===== src/rtl/mult_pkg.sv =====
// Shared definitions for the multiplier-mode sequencer.
//   DEF_WIDTH / DEF_BCD_DIGITS : default operand width and BCD digit count
//   state_e                    : sequencer FSM states
//   add3_if_ge5                : double-dabble nibble correction
package mult_pkg;

  localparam int DEF_WIDTH      = 4;
  localparam int DEF_BCD_DIGITS = 3;

  typedef enum logic [1:0] {
    IDLE = 2'd0,
    MUL  = 2'd1,
    BCD  = 2'd2,
    DONE = 2'd3
  } state_e;

  // A BCD nibble of 5..9 would become >= 10 after the following doubling,
  // so pre-add 3 to make the carry land in the next digit.
  function automatic logic [3:0] add3_if_ge5(input logic [3:0] nib);
    return (nib >= 4'd5) ? nib + 4'd3 : nib;
  endfunction

endpackage


===== src/rtl/bin2bcd_seq.sv =====
// Sequential binary-to-BCD converter (double-dabble), one bit per cycle.
// Ports:
//   clk, rst_n : clock, asynchronous active-low reset
//   start      : one-cycle pulse, loads bin and performs the first step
//   abort      : discard any conversion in progress (no done pulse)
//   bin        : 2*WIDTH-bit binary input, sampled with start
//   bcd        : 4*BCD_DIGITS-bit result, valid from the done cycle on
//   done       : one-cycle pulse, 2*WIDTH cycles after start
module bin2bcd_seq
  import mult_pkg::*;
#(
  parameter int WIDTH      = DEF_WIDTH,
  parameter int BCD_DIGITS = DEF_BCD_DIGITS
) (
  input  logic                      clk,
  input  logic                      rst_n,
  input  logic                      start,
  input  logic                      abort,
  input  logic [2*WIDTH-1:0]        bin,
  output logic [4*BCD_DIGITS-1:0]   bcd,
  output logic                      done
);

  localparam int BW = 2 * WIDTH;
  localparam int DW = 4 * BCD_DIGITS;
  localparam int SW = DW + BW;
  localparam int CW = $clog2(BW);
  localparam logic [CW-1:0] LAST = CW'(BW - 1);

  logic [SW-1:0] shift_q, shift_d;
  logic [CW-1:0] cnt_q, cnt_d;
  logic          run_q, run_d;
  logic          done_q, done_d;

  // One double-dabble iteration: correct every BCD nibble, then shift left.
  function automatic logic [SW-1:0] dd_step(input logic [SW-1:0] s);
    logic [SW-1:0] t;
    t = s;
    for (int i = 0; i < BCD_DIGITS; i++) begin
      t[BW + 4*i +: 4] = add3_if_ge5(s[BW + 4*i +: 4]);
    end
    return t << 1;
  endfunction

  always_comb begin
    shift_d = shift_q;
    cnt_d   = cnt_q;
    run_d   = run_q;
    done_d  = 1'b0;
    if (abort) begin
      shift_d = '0;
      cnt_d   = '0;
      run_d   = 1'b0;
    end else if (start) begin
      // The first step happens on the load edge so that the final step and
      // the done pulse coincide after exactly BW cycles.
      shift_d = dd_step({{DW{1'b0}}, bin});
      cnt_d   = CW'(1);
      run_d   = 1'b1;
    end else if (run_q) begin
      shift_d = dd_step(shift_q);
      if (cnt_q == LAST) begin
        cnt_d  = '0;
        run_d  = 1'b0;
        done_d = 1'b1;
      end else begin
        cnt_d = cnt_q + CW'(1);
      end
    end
  end

  always_ff @(posedge clk or negedge rst_n) begin
    if (!rst_n) begin
      shift_q <= '0;
      cnt_q   <= '0;
      run_q   <= 1'b0;
      done_q  <= 1'b0;
    end else begin
      shift_q <= shift_d;
      cnt_q   <= cnt_d;
      run_q   <= run_d;
      done_q  <= done_d;
    end
  end

  assign bcd  = shift_q[SW-1 -: DW];
  assign done = done_q;

endmodule


===== src/rtl/mult_seq_ctrl.sv =====
// Multiplier-mode sequencer: operand entry from key pulses, iterative
// shift-add multiply, then sequential BCD conversion of the product.
// Ports:
//   clk, rst_n          : clock, asynchronous active-low reset
//   enable              : multiplier mode selected (gates key pulses only)
//   x_inc, y_inc        : one-cycle pulses, increment X / Y modulo 2^WIDTH
//   start               : one-cycle pulse, begin X*Y
//   clr                 : one-cycle pulse, abort and clear everything
//   x_out, y_out        : current operands
//   product, bcd        : last completed product and its BCD digits
//   busy, done, valid   : in progress / completion pulse / result held
// All outputs are registered.
module mult_seq_ctrl
  import mult_pkg::*;
#(
  parameter int WIDTH      = DEF_WIDTH,
  parameter int BCD_DIGITS = DEF_BCD_DIGITS
) (
  input  logic                    clk,
  input  logic                    rst_n,
  input  logic                    enable,
  input  logic                    x_inc,
  input  logic                    y_inc,
  input  logic                    start,
  input  logic                    clr,
  output logic [WIDTH-1:0]        x_out,
  output logic [WIDTH-1:0]        y_out,
  output logic [2*WIDTH-1:0]      product,
  output logic [4*BCD_DIGITS-1:0] bcd,
  output logic                    busy,
  output logic                    done,
  output logic                    valid
);

  localparam int PW = 2 * WIDTH;
  localparam int DW = 4 * BCD_DIGITS;
  localparam int CW = (WIDTH > 1) ? $clog2(WIDTH) : 1;
  localparam logic [CW-1:0] LAST = CW'(WIDTH - 1);

  state_e           state_q, state_d;
  logic [WIDTH-1:0] x_q, x_d;
  logic [WIDTH-1:0] y_q, y_d;
  logic [PW-1:0]    mcand_q, mcand_d;
  logic [WIDTH-1:0] mplier_q, mplier_d;
  logic [PW-1:0]    acc_q, acc_d;
  logic [CW-1:0]    cnt_q, cnt_d;
  logic [PW-1:0]    product_q, product_d;
  logic [DW-1:0]    bcd_q, bcd_d;
  logic             valid_q, valid_d;
  logic             busy_q, busy_d;
  logic             done_q, done_d;

  logic             conv_start;
  logic [DW-1:0]    conv_bcd;
  logic             conv_done;
  logic             keys_ok;

  // Converter takes acc_d so it sees the product including the last
  // partial sum added on the same edge.
  bin2bcd_seq #(
    .WIDTH      (WIDTH),
    .BCD_DIGITS (BCD_DIGITS)
  ) u_bin2bcd (
    .clk   (clk),
    .rst_n (rst_n),
    .start (conv_start),
    .abort (clr),
    .bin   (acc_d),
    .bcd   (conv_bcd),
    .done  (conv_done)
  );

  always_comb begin
    state_d    = state_q;
    x_d        = x_q;
    y_d        = y_q;
    mcand_d    = mcand_q;
    mplier_d   = mplier_q;
    acc_d      = acc_q;
    cnt_d      = cnt_q;
    product_d  = product_q;
    bcd_d      = bcd_q;
    valid_d    = valid_q;
    conv_start = 1'b0;
    keys_ok    = enable && (state_q == IDLE || state_q == DONE);

    if (clr) begin
      state_d   = IDLE;
      x_d       = '0;
      y_d       = '0;
      mcand_d   = '0;
      mplier_d  = '0;
      acc_d     = '0;
      cnt_d     = '0;
      product_d = '0;
      bcd_d     = '0;
      valid_d   = 1'b0;
    end else begin
      // Start takes precedence over key increments in the same cycle.
      if (state_q == IDLE && start && enable) begin
        state_d   = MUL;
        mcand_d   = {{(PW-WIDTH){1'b0}}, x_q};
        mplier_d  = y_q;
        acc_d     = '0;
        cnt_d     = '0;
        product_d = '0;
        bcd_d     = '0;
        valid_d   = 1'b0;
      end else if (keys_ok) begin
        if (x_inc) x_d = x_q + WIDTH'(1);
        if (y_inc) y_d = y_q + WIDTH'(1);
      end

      unique case (state_q)
        IDLE: ;
        MUL: begin
          acc_d    = acc_q + (mplier_q[0] ? mcand_q : '0);
          mcand_d  = mcand_q << 1;
          mplier_d = mplier_q >> 1;
          if (cnt_q == LAST) begin
            cnt_d      = '0;
            state_d    = BCD;
            conv_start = 1'b1;
          end else begin
            cnt_d = cnt_q + CW'(1);
          end
        end
        BCD: begin
          if (conv_done) begin
            state_d   = DONE;
            product_d = acc_q;
            bcd_d     = conv_bcd;
            valid_d   = 1'b1;
          end
        end
        DONE: state_d = IDLE;
        default: state_d = IDLE;
      endcase
    end

    busy_d = (state_d == MUL) || (state_d == BCD);
    done_d = (state_d == DONE);
  end

  always_ff @(posedge clk or negedge rst_n) begin
    if (!rst_n) begin
      state_q   <= IDLE;
      x_q       <= '0;
      y_q       <= '0;
      mcand_q   <= '0;
      mplier_q  <= '0;
      acc_q     <= '0;
      cnt_q     <= '0;
      product_q <= '0;
      bcd_q     <= '0;
      valid_q   <= 1'b0;
      busy_q    <= 1'b0;
      done_q    <= 1'b0;
    end else begin
      state_q   <= state_d;
      x_q       <= x_d;
      y_q       <= y_d;
      mcand_q   <= mcand_d;
      mplier_q  <= mplier_d;
      acc_q     <= acc_d;
      cnt_q     <= cnt_d;
      product_q <= product_d;
      bcd_q     <= bcd_d;
      valid_q   <= valid_d;
      busy_q    <= busy_d;
      done_q    <= done_d;
    end
  end

  assign x_out   = x_q;
  assign y_out   = y_q;
  assign product = product_q;
  assign bcd     = bcd_q;
  assign busy    = busy_q;
  assign done    = done_q;
  assign valid   = valid_q;

endmodule


===== config.mk =====
export PLATFORM = sky130hd
export DESIGN_NAME = mult_seq_ctrl
export DESIGN_NICKNAME = d
export VERILOG_FILES = /design/src/rtl/mult_pkg.sv /design/src/rtl/bin2bcd_seq.sv /design/src/rtl/mult_seq_ctrl.sv
export SDC_FILE = /design/constraint.sdc
export NUM_CORES = 1
export LEC_CHECK = 0
export BUFFER_PORTS_ARGS = -buffer_cell sky130_fd_sc_hd__clkbuf_2
export CELL_PAD_IN_SITES_DETAIL_PLACEMENT = 0
export CELL_PAD_IN_SITES_GLOBAL_PLACEMENT = 1
export CORE_MARGIN = 1.5
export CORE_UTILIZATION = 41
export CTS_CLUSTER_DIAMETER = 30
export CTS_CLUSTER_SIZE = 14
export DETAILED_ROUTE_END_ITERATION = 7
export PLACE_DENSITY_LB_ADDON = 0.1
export SETUP_SLACK_MARGIN = 0.3
export SYNTH_ARGS = -nofsm -noshare
export SYNTH_HDL_FRONTEND = slang
export SYNTH_HIERARCHICAL = 1
export SYNTH_SLANG_ARGS = --single-unit

===== constraint.sdc =====
create_clock -name clk -period 2.2 [get_ports clk]
set_input_delay 0.22 -clock clk [delete_from_list [all_inputs] [get_ports clk]]
set_output_delay 0.22 -clock clk [all_outputs]
set_load 0.05 [all_outputs]

Word level (Yosys, flattened, before mapping)
Index checks and enable logic that the tools add are counted.
W data, S select, Z words.
{ "word_totals": {"reg_bits": 80, "latch_bits": 0, "mem_bits_rw": 0, "romBits": 0, "in_bits": 7, "output_inout_bits": 31, "elab_cells": 109, "mem_count": 0} }
{ "op_classes": {"n_addsub": 8, "mul": 0, "div_mod_pow": 0, "n_lt_le_gt_ge": 3, "eq_ne": 9, "shifts": 0, "n_mux": 60, "n_bitwise": 0, "n_reduce_logical": 13} }
{ "op_table": {"columns": ["op", "count"], "rows": [
  ["$mux W8", 11],
  ["$mux W20", 3],
  ["$mux W4", 13],
  ["$mux W12", 4],
  ["$mux W2", 8],
  ["$mux W1", 15],
  ["$mux W3", 5],
  ["$ge A4 B3 Y1 const B", 3],
  ["$eq A2 B2 Y1 const B", 5],
  ["$add A4 B1 Y4 const B", 2],
  ["$add A4 B2 Y4 const B", 2],
  ["$add A8 B8 Y8", 1],
  ["$pmux W2 S3", 1],
  ["$reduce_and A3 Y1", 2],
  ["$reduce_bool A2 Y1", 3],
  ["$reduce_bool A3 Y1", 2],
  ["$eq A2 B1 Y1 const B", 2],
  ["$add A3 B1 Y3 const B", 1],
  ["$add A3 B2 Y3 const B", 1],
  ["$eq A3 B3 Y1 const B", 1],
  ["$logic_and A1 B1 Y1", 3],
  ["$add A2 B1 Y2 const B", 1],
  ["$logic_not A2 Y1", 1],
  ["$logic_or A1 B1 Y1", 2],
  ["$ne A2 B2 Y1 const B", 1]
]} }

Depth between registers and ports, before layout
{ "depth": {"word_depth": 9, "ltp_mapped": 10, "depth_no_buf": 10} }

Hierarchy
Netlist, hierarchy kept.
{ "by_module_without_submodules": {"columns": ["module", "instances", "cells_per_inst", "area_per_inst_um2", "seq_area_each_um2"], "rows": [
  ["mult_seq_ctrl", 1, 278, 2731.4, 1376.3],
  ["bin2bcd_seq", 1, 132, 1355.0, 600.6]
]} }

Worst setup path after synthesis
No wires, ideal clock.
{ "synth_path": {"path_type": "register -> register", "start": "register mplier_q[0]", "end": "register u_bin2bcd.shift_q[7]", "setup_ns": 0.121, "t_arrival_ns": 2.077, "required_ns": 2.079, "setup_slack_ns": 0.002, "stages_incl_launch_ff": 11, "path_buffers": 0, "synth_period_minus_slack_ns": 2.198, "path_cell_list": "dfrtp_1 > and2_1 > ha_1 > fa_1 > a21o_1 > a21oi_1 > o211ai_1 > xnor2_1 > o21ai_1 > a21oi_1 > nor2_1"} }
{ "synth_between": {"elab_chain_cells": 6} }
{ "synth_lines": {"columns": ["item", "line_no", "text"], "rows": [
  ["start, declared", "mult_seq_ctrl.sv:44", "logic [WIDTH-1:0] mplier_q, mplier_d;"],
  ["start signal, assigned", "mult_seq_ctrl.sv:164", "mplier_q <= mplier_d;"],
  ["$mux W8", "mult_seq_ctrl.sv:117", "acc_d = acc_q + (mplier_q[0] ? mcand_q : '0);"],
  ["$add A8 B8 Y8", "mult_seq_ctrl.sv:117", null],
  ["$mux W8", "mult_seq_ctrl.sv:114", "unique case (state_q)"],
  ["$mux W8", "mult_seq_ctrl.sv:87", "if (clr) begin"],
  ["net acc_d[6]", "mult_seq_ctrl.sv:45", "logic [PW-1:0] acc_q, acc_d;"],
  ["$mux W20", "bin2bcd_seq.sv:54", "end else if (start) begin"],
  ["$mux W20", "bin2bcd_seq.sv:50", "if (abort) begin"],
  ["end signal, assigned", "bin2bcd_seq.sv:79", "shift_q <= shift_d;"],
  ["end, declared", "bin2bcd_seq.sv:30", "logic [SW-1:0] shift_q, shift_d;"]
]} }
The timed path passes the listed nets, and every way through them passes these cells.
A chain may end at the register's enable or synchronous reset.

Worst setup path in the final report
{ "layout_path": {"start": "register mplier_q[0]", "end": "register u_bin2bcd.shift_q[8]"} }
The elaborated chain is that of the path after synthesis.

==> results.py <==
metrics = {
    "critical_path": {
        "end_kind": "flip-flop",
        "worstPathArrival_ps": 2410,
        "critPathMaxStageDelay_ps": 430,
        "path_class": "flip-flop to flip-flop",
        "worstPathRequired_ps": 2480,
        "rr_worst_depth": 11,
        "crit_path_top_delay_cell": "dfrtp_2",
        "cp_max_fo": 5,
        "path_cells": "buf_4 > buf_4 > and2_4 > ha_4 > nand2_1 > o21ai_2 > nand4_1 > and2_4 > o211ai_2 > a21oi_1 > nor2_1",
        "worst_setup_path_start_kind": "flip-flop",
    },
    "floorplanning": {
        "rows": 36,
        "start_util": 0.420,
        "core_region_area_sq_mm": 0.00973,
        "die_x_um": 103,
        "die_h_um": 103,
        "top_level_ports": 38,
        "die_area_sq_mm": 0.0106,
    },
    "synthesis": {
        "synth.cell_area_sq_mm": 0.00409,
        "synthTopCellsByArea": "dfrtp_1 48%, ha_1 6.7%, a21oi_1 5.0%",
        "ys_seq_area_frac": 0.484,
        "ys_types": 46,
        "synth_ff_type": "dfrtp_1",
        "netlist.area_leader.share": 0.484,
        "yosysWarnings": 6,
        "avgSynthCellArea_sq_um": 9.97,
        "synthCells": 410,
        "ys_ff_latch": 79,
        "synth-async-reset-ratio": 1.00,
        "syn-num-nets": 440,
        "synth_edf_count": 0,
        "synth_top_area_cell": "dfrtp_1",
    },
    "global_route": {
        "globalRouteOverflowTotal": 0,
        "use_met1": 0.280,
        "grt_pass1_wl_um": 14900,
        "top_usage_layer": "met1",
        "grt_util_all_layers": 0.184,
        "use_met2": 0.268,
        "grt_max_degree": 61,
        "antenna_found_initial": 0,
        "grt_pass1_vias": 2858,
        "use_met3": 0.0271,
    },
    "detailed_routing": {
        "drt_iter0_markers": 91,
        "dr.pass1.iters": 4,
        "drc_errors": 0,
        "routed_wl_um": 9220,
        "routedWlPerCell_um": 15.8,
        "vias": 3007,
        "vias_per_cell": 5.15,
        "drt.antenna.violating_nets": 0,
    },
    "job": {
        "max_cap_viol_count": 0,
    },
    "pwr": {
        "seqPwrFrac": 0.493,
        "pwr-share-clk": 0.446,
        "power_switching_share": 0.238,
        "ir_drop_mv": 0.341,
        "internal_power_w": 0.00227,
        "switching_power_w": 0.000710,
        "powerDensity_mw_per_mm2": 621,
        "p_comb_frac": 0.061,
        "leakage_nw": 2.27,
    },
    "clock_network": {
        "h-tree-depth": 3,
        "clk_latency_ps": 360,
        "cts_sinks": 79,
        "root_buffer": "clkbuf_8",
        "cts_tree": "done",
        "clockBufferDepth": 2,
        "cts.clk_slew.worst_paths_ps": 100,
        "cts_made_buffers": 9,
    },
    "timing": {
        "slew_violations": 0,
        "finalSetupTns_ps": 0,
        "rsz0062_at_grt": "yes",
        "worstMarginPinSlew_ps": 388,
        "post-route-period-util": 0.972,
        "fin_worst_skew_ps": 16.1,
        "fmax_mhz": 468,
        "slew-limit-headroom": 0.740,
        "whs_ps": 293,
        "finalCriticalPeriod_ps": 2140,
        "setup_violations": 0,
        "final_hold_viol_count": 0,
    },
    "outcome": {
        "status": "completed",
    },
    "finish": {
        "fin_util": 0.494,
        "drive_above_1_share": 0.242,
        "syn_to_final_growth_pct": 17.5,
        "n_antenna_cell": 0,
        "final_cell_area_sq_mm": 0.00480,
        "final_cell_mix": "78 x dfrtp_1, 47 x nor2_1, 39 x a21oi_1",
        "nNetsFinal": 476,
        "layout_commonest_cell": "dfrtp_1",
    },
    "hold_path": {
        "holdCritPathClass": "input pin to async pin",
    },
    "placement": {
        "place.gp.congestion": 0.776,
        "port_buffers": 37,
        "dpl-instance-area_sq_mm": 0.00436,
        "dp_hpwl_um": 6310,
    },
}
cells by family (layout without fill, tap and decap cells):
group / Yosys count / after routing / share of synthesized area
DFF: 79 / 79 / 0.484
buffers and inverters: 47 / 88 / 0.0634
xor gates and xnor gates: 15 / 15 / 0.0322
AOI/OAI and AO/OA: 89 / 89 / 0.143
and+or+nand+nor: 137 / 137 / 0.156
muxes: 20 / 20 / 0.0490
adders and majority gates: 23 / 23 / 0.0723
stage by stage:
stage | std cells | power, W | setup WS [ps]
3_5_place_dp | 560 | 0.00168 | -11.8
2_1_floorplan | 410 | 0.00160 | 159
3_3_place_gp | 560 | 0.00168 | 67.5
6_report | 584 | 0.00298 | 62.1
4_1_cts | 578 | 0.00302 | 62.7
5_1_grt | 584 | 0.00310 | -29.8
critical path, delay by kind of cell (launching register included):
kind	cells	cell delay, ps
flops	1	430
simple gates	5	710
buf+inv	2	290
fa+ha+maj	1	280
compound gates	3	350
power groups by stage:
stage | Combinational [W] | Clock [W] | Sequential [W]
floorplan | 0.0000880 | 0 | 0.00151
global placement | 0.000178 | 0 | 0.00150
detailed placement | 0.000178 | 0 | 0.00150
CTS | 0.000181 | 0.00137 | 0.00147
global route | 0.000203 | 0.00143 | 0.00147
finish | 0.000183 | 0.00133 | 0.00147
final timing paths:
kind / from / end / slack, ps
hold / removal: rst_n / bcd[7] / 290
max in group asynchronous: rst_n / mplier_q[0] / 1270
hold reg to reg: cnt_q[0] / cnt_q[0] / 500
setup reg to reg: mplier_q[0] / u_bin2bcd/shift_q[8] / 60
min in group clk: clr / u_bin2bcd/shift_q[5] / 330
setup / recovery: mplier_q[0] / u_bin2bcd/shift_q[8] / 60
per-layer routing:
layer	vias to the layer above	wire [um]
li1	1488	-
met1	1457	4800
met2	53	4040
met3	9	286
met4	0	85
met5	-	0
cell usage after synthesis, types with 3 or more instances:
cell      instances
nand2_1          37
nand3_1          21
dfrtp_1          79
a22o_1           13
xor2_1            8
buf_2             9
a32o_2            3
o21ai_0           4
inv_1            10
xnor2_1           7
mux2i_1          20
nor2_1           47
nand2b_1          4
clkbuf_1          9
o31ai_1           4
o22ai_1           3
a21oi_1          41
nand4_1           3
and2_1            9
ha_1             22
o21ai_1           7
buf_4            13
nor3_1            5
buf_6             3
layout make-up:
class | count | area, sq um
Tap cell | 133 | 166
Fill cell | 949 | 4930
Clock inverter | 7 | 121
Timing Repair Buffer | 61 | 383
Clock buffer | 9 | 124
Inverter | 11 | 41.3
Sequential cell | 79 | 1980
Multi-Input combinational cell | 284 | 1990
sequential cells by signal (all words and copies together), names as in the netlist:
name               cells
valid                  1
product                8
acc_q                  8
mplier_q               4
mcand_q                8
cnt_q                  2
u_bin2bcd/shift_q     19
u_bin2bcd/done         1
x_out                  4
y_out                  4
done                   1
busy                   1
state_q                2
u_bin2bcd/cnt_q        3
u_bin2bcd/run_q        1
bcd                   12
what timing repair did:
action,CTS,global route
endpoints found under the hold margin,19,0
buffers inserted,1,6
setup endpoints to repair,10,20
hold buffers,1,0
pin swaps,6,21
gates resized for setup,8,14
Note: power is estimated with default switching activity, not from simulation.
